`src/rtl/i2c_pkg.sv`:
```
// Shared constants for the two-requester I2C master arbiter.
// Holds FSM state encoding, default timeout and bus widths.
package i2c_pkg;

    localparam int TIMEOUT_CYC_DEF = 4000;
    localparam int ADDR_W_DEF      = 7;
    localparam int DATA_W          = 8;
    localparam int N_REQ           = 2;

    localparam logic [1:0] ST_IDLE  = 2'd0;
    localparam logic [1:0] ST_ISSUE = 2'd1;
    localparam logic [1:0] ST_WAIT  = 2'd2;
    localparam logic [1:0] ST_RESP  = 2'd3;

endpackage

```
`src/rtl/i2c_rr_arb2.sv`:
```
// Combinational 2-way round-robin selector.
// Ports: valid[1:0] requests, last = index granted last, grant one-hot.
module i2c_rr_arb2 (
    input  logic [1:0] valid,
    input  logic       last,
    output logic [1:0] grant
);

    always_comb begin
        grant = valid;
        // Contention: the side not served last time wins.
        if (valid == 2'b11) begin
            grant = last ? 2'b01 : 2'b10;
        end
    end

endmodule

```
`src/rtl/i2c_arbiter.sv`:
```
// Shares one I2C master between two requesters, one transaction at a time.
// Ports: req_* requester side, rsp_* completion side, m_* master side, busy.
module i2c_arbiter
    import i2c_pkg::*;
#(
    parameter int TIMEOUT_CYC = TIMEOUT_CYC_DEF,
    parameter int ADDR_W      = ADDR_W_DEF
) (
    input  logic                clk,
    input  logic                rst,
    input  logic [1:0]          req_valid,
    output logic [1:0]          req_ready,
    input  logic [2*ADDR_W-1:0] req_addr,
    input  logic [1:0]          req_rw,
    input  logic [15:0]         req_wdata,
    output logic [1:0]          rsp_valid,
    output logic [7:0]          rsp_rdata,
    output logic                rsp_timeout,
    output logic                busy,
    output logic                m_start,
    output logic [ADDR_W-1:0]   m_addr,
    output logic                m_rw,
    output logic [7:0]          m_data_send,
    input  logic                m_done,
    input  logic [7:0]          m_data_recv,
    input  logic                m_data_recv_done
);

    localparam int CW = $clog2(TIMEOUT_CYC + 1);

    logic [1:0]        state_q, state_d;
    logic              gnt_q, gnt_d;
    logic              last_q, last_d;
    logic [ADDR_W-1:0] addr_q, addr_d;
    logic              rw_q, rw_d;
    logic [7:0]        wdata_q, wdata_d;
    logic [7:0]        rdata_q, rdata_d;
    logic              to_q, to_d;
    logic [CW-1:0]     cnt_q, cnt_d;
    logic              done_q;
    logic              done_rise;
    logic [1:0]        gnt;
    logic              in_resp;

    i2c_rr_arb2 u_arb (
        .valid (req_valid),
        .last  (last_q),
        .grant (gnt)
    );

    assign done_rise = m_done & ~done_q;

    always_comb begin
        state_d = state_q;
        gnt_d   = gnt_q;
        last_d  = last_q;
        addr_d  = addr_q;
        rw_d    = rw_q;
        wdata_d = wdata_q;
        rdata_d = rdata_q;
        to_d    = to_q;
        cnt_d   = cnt_q;
        case (state_q)
            ST_IDLE: begin
                if (|req_valid) begin
                    gnt_d   = gnt[1];
                    addr_d  = gnt[1] ? req_addr[2*ADDR_W-1:ADDR_W]
                                     : req_addr[ADDR_W-1:0];
                    rw_d    = gnt[1] ? req_rw[1] : req_rw[0];
                    wdata_d = gnt[1] ? req_wdata[15:8] : req_wdata[7:0];
                    state_d = ST_ISSUE;
                end
            end
            ST_ISSUE: begin
                rdata_d = 8'h00;
                cnt_d   = '0;
                to_d    = 1'b0;
                state_d = ST_WAIT;
            end
            ST_WAIT: begin
                if (m_data_recv_done) begin
                    rdata_d = m_data_recv;
                end
                // A done edge beats the terminal count.
                if (done_rise) begin
                    to_d    = 1'b0;
                    state_d = ST_RESP;
                end else if (cnt_q == CW'(TIMEOUT_CYC - 1)) begin
                    to_d    = 1'b1;
                    state_d = ST_RESP;
                end else begin
                    cnt_d = cnt_q + 1'b1;
                end
            end
            ST_RESP: begin
                last_d  = gnt_q;
                state_d = ST_IDLE;
            end
            default: state_d = ST_IDLE;
        endcase
    end

    always_ff @(posedge clk) begin
        if (rst) begin
            state_q <= ST_IDLE;
            gnt_q   <= 1'b0;
            last_q  <= 1'b1;
            addr_q  <= '0;
            rw_q    <= 1'b0;
            wdata_q <= 8'h00;
            rdata_q <= 8'h00;
            to_q    <= 1'b0;
            cnt_q   <= '0;
            done_q  <= 1'b0;
        end else begin
            state_q <= state_d;
            gnt_q   <= gnt_d;
            last_q  <= last_d;
            addr_q  <= addr_d;
            rw_q    <= rw_d;
            wdata_q <= wdata_d;
            rdata_q <= rdata_d;
            to_q    <= to_d;
            cnt_q   <= cnt_d;
            done_q  <= m_done;
        end
    end

    // Outputs are forced low while rst is high, not only after the edge.
    assign in_resp     = !rst && (state_q == ST_RESP);
    assign req_ready   = (!rst && state_q == ST_IDLE) ? gnt : 2'b00;
    assign busy        = !rst && (state_q != ST_IDLE);
    assign m_start     = !rst && (state_q == ST_ISSUE);
    assign rsp_valid   = in_resp ? (gnt_q ? 2'b10 : 2'b01) : 2'b00;
    assign rsp_rdata   = (in_resp && rw_q) ? rdata_q : 8'h00;
    assign rsp_timeout = in_resp && to_q;
    assign m_addr      = rst ? '0 : addr_q;
    assign m_rw        = !rst && rw_q;
    assign m_data_send = rst ? 8'h00 : wdata_q;

endmodule

```
`config.mk`:
```
export PLATFORM = sky130hd
export DESIGN_NAME = i2c_arbiter
export DESIGN_NICKNAME = d
export VERILOG_FILES = /design/src/rtl/i2c_pkg.sv /design/src/rtl/i2c_rr_arb2.sv /design/src/rtl/i2c_arbiter.sv
export SDC_FILE = /design/constraint.sdc
export NUM_CORES = 1
export LEC_CHECK = 0
export CAP_MARGIN = 20
export CELL_PAD_IN_SITES_DETAIL_PLACEMENT = 1
export CELL_PAD_IN_SITES_GLOBAL_PLACEMENT = 1
export CORE_MARGIN = 2
export CORE_UTILIZATION = 35
export CTS_CLUSTER_DIAMETER = 40
export DETAILED_ROUTE_END_ITERATION = 8
export PLACE_DENSITY_LB_ADDON = 0.25
export SLEW_MARGIN = 20
export SYNTH_ARGS = -nofsm -noshare
export SYNTH_HDL_FRONTEND = slang
export SYNTH_SLANG_ARGS = --single-unit
```
`constraint.sdc`:
```
create_clock -name clk -period 5.3 [get_ports clk]
set_input_delay 1.59 -clock clk [delete_from_list [all_inputs] [get_ports clk]]
set_output_delay 1.59 -clock clk [all_outputs]
set_load 0.01 [all_outputs]
```
==> key figures <==
Yosys
  – Ys flop type: dfxtp_1
  – Synth area leaders: dfxtp_1 38%, mux2i_1 8.1%, a211oi_1 6.1%
  – Post-Synthesis Cells: 247
  – Cell Area, Synth: 2220 sq um
  – Most common cell in the netlist: dfxtp_1
  – Asr flop ratio synth: 0%
  – EDFF count, synth: 0
  – Syn Area/Cell: 8.97 sq um
  – Register area share after synthesis: 37.9%
  – Netlist cell types: 45
  – Synth area leader: dfxtp_1
  – Share of the synthesized area in the top cell type: 37.9%
  – Seq cells post-synth: 42
  – Post-synth net total: 299
  – Yosys Warn Count: 0
  – Commonest cells post-synth: 42 x dfxtp_1, 27 x nor2_1, 21 x nor2b_1, 18 x a211oi_1, 18 x mux2i_1

Critical path
  – Worst r2r src: state_q[0]
  – Crit-path cells: clkdlybuf4s50_1 > a21boi_2 > and2_1 > clkdlybuf4s50_1
  – Worst EP arrival: 3030 ps
  – CP max stage cell: clkdlybuf4s50_1
  – Setup crit start kind: input port
  – Start point of the critical path: req_valid[1]
  – Critical Path RT: 3710 ps
  – Most frequent CP cell: clkdlybuf4s50_1
  – Crit path kind: in2out
  – Crit. End Element: output pin
  – Largest stage delay on the critical path: 550 ps
  – CP max FO: 5

Die
  – Total Die Area: 6980 sq um
  – Initial Utilization: 36.8%
  – Chip height: 83.6 microns
  – Row count: 28
  – Core area: 6030 sq um
  – Num ports: 77
  – DIE WIDTH: 83.6 microns

Timing
  – Achievable Freq: 0.217 GHz
  – RSZ-0062 raised after global routing: false
  – Skew final: 6.69 ps
  – Post-route setup slack: 683 ps
  – Final setup violation count: 0
  – Max-slew violation count: 0
  – Fin crit share: 87.1%
  – Slew @ Worst Pin: 1020 ps
  – Tmin final: 4620 ps
  – Setup TNS: 0 ps
  – Rel. slew slack: 31.9%
  – Final Hold Viols: 0

Layout
  – Nets: 367
  – Design Area, Final: 3100 sq um
  – Share of cells above drive strength 1: 6.96%
  – Diode count: 0
  – Fin util: 51.4%
  – Area growth syn-to-layout: 39.8%
  – Cell Count, Final, Fillers Out: 391

Clock network
  – Sink Count: 42
  – Root Buffer: clkbuf_8
  – CTS Buffer Depth: 2
  – Worst-path clk slew: 80 ps
  – Post-CTS sizing: 0
  – CTS Hold Buffers Added: 0
  – H-tree depth: 2
  – Post-CTS setup buffers: 0
  – CTS buffer count: 5
  – Clk_lat worst skew: 300 ps
  – CTS tree: yes

Drt
  – Via density: 5.26
  – Drt pass-1 iters: 4
  – Remaining antenna violation count: 0
  – WL final: 5990 microns
  – DR DRC count: 0
  – Wire per inst: 15.3 microns
  – DR iter-0 viols: 61
  – Routed vias: 2057

Placed design
  – Detail Placement HPWL: 4370 microns
  – Dpl cell area: 3010 sq um
  – Cells after DPL: 383
  – Pre-CTS WS: 687 ps
  – GP Congestion: 0.762
  – IO Port Bufs: 76

Global routing
  – Antenna violations before repair: 0
  – Vias in the first global route: 1991
  – First-pass GRT wire length: 9840 microns
  – Total GRT Usage: 17.2%
  – Largest net degree at the start of global routing: 55
  – Congestion Overflow GR: 0

Worst hold path
  – Worst Hold Launch: cnt_q[11]
  – Min-delay worst type: reg2reg

Job
  – Max_cap viols: 0

Power
  – Lkg Pwr: 0.00114 uW
  – Peak supply drop: 0.172 mV
  – Pwr Density: 342 nW/um^2

Status
  – Status: finished, final reports clean
## through the flow
stage	hold WS (ps)	power [uW]
after global routing	515	1140
after floorplan	441	689
after detailed placement	477	856
after CTS	492	1080
final	493	1060
after global placement	467	839
## sequential cells by signal, summed over array words and instances, names as in the netlist, 2 cells and up
name     cells
cnt_q       12
rdata_q      8
wdata_q      8
addr_q       7
state_q      2
## cell type report
class	instances	area (sq um)
Sequential cell	42	841
Inverter	7	26.3
Clock buffer	7	86.3
Multi-Input combinational cell	181	1260
Timing Repair Buffer	78	783
Fill cell	703	2930
Clock inverter	1	5.00
Tap cell	75	93.8
## worst max-delay path, delay by kind of cell
family          cells  cell delay, ps
simple gates        1             160
buf+inv             2            1080
compound gates      1             200
## layer usage
| layer | global-route usage (%) | part of all wire, % |
|---|---|---|
| met5 | 0 | 0 |
| met1 | 21.4 | 45 |
| met2 | 29.3 | 51 |
| met3 | 4.06 | 3.7 |
| met4 | 5.13 | 0.92 |
## cell families after synthesis
family | after synthesis | share of synthesized area [%]
multiplexers | 18 | 8.13
buffers and inverters | 24 | 5.31
AO/OA/AOI/OAI | 63 | 22.2
adder cells (fa/ha/maj) | 6 | 3.39
flip-flops | 42 | 37.9
AND/OR/NAND/NOR | 94 | 23.0
## path summary, 6_finish.rpt
path / to / slack, ps / cells past startpoint
max: req_ready[1] / 680 / 4
min: cnt_q[11] / 490 / 1
max reg2reg: cnt_q[10] / 3220 / 5
min reg2reg: cnt_q[11] / 490 / 1
## where the power goes
part	switching, uW	total, uW	leakage [uW]	internal [uW]
clock	109	214	0.0000482	105
sequential	38.5	415	0.000344	377
combinational	234	431	0.000752	197
total	381	1060	0.00114	678
## placed cells by master, fill, tap and decap left out, types with 2 or more instances in the layout
cell,count
a211oi_1,18
a21oi_1,3
a22oi_1,8
a311oi_1,2
a311oi_2,4
a31oi_1,7
a41oi_1,2
and2_1,6
and3_1,12
and4_1,2
clkbuf_8,6
clkdlybuf4s50_1,75
dfxtp_1,42
ha_1,6
inv_1,5
inv_2,2
mux2i_1,18
nand2_1,11
nand2b_1,3
nand3_1,5
nor2_1,27
nor2b_1,21
o211ai_1,2
o21a_1,2
o21ai_1,4
o31ai_1,2
(Power assumes the default switching activity.)
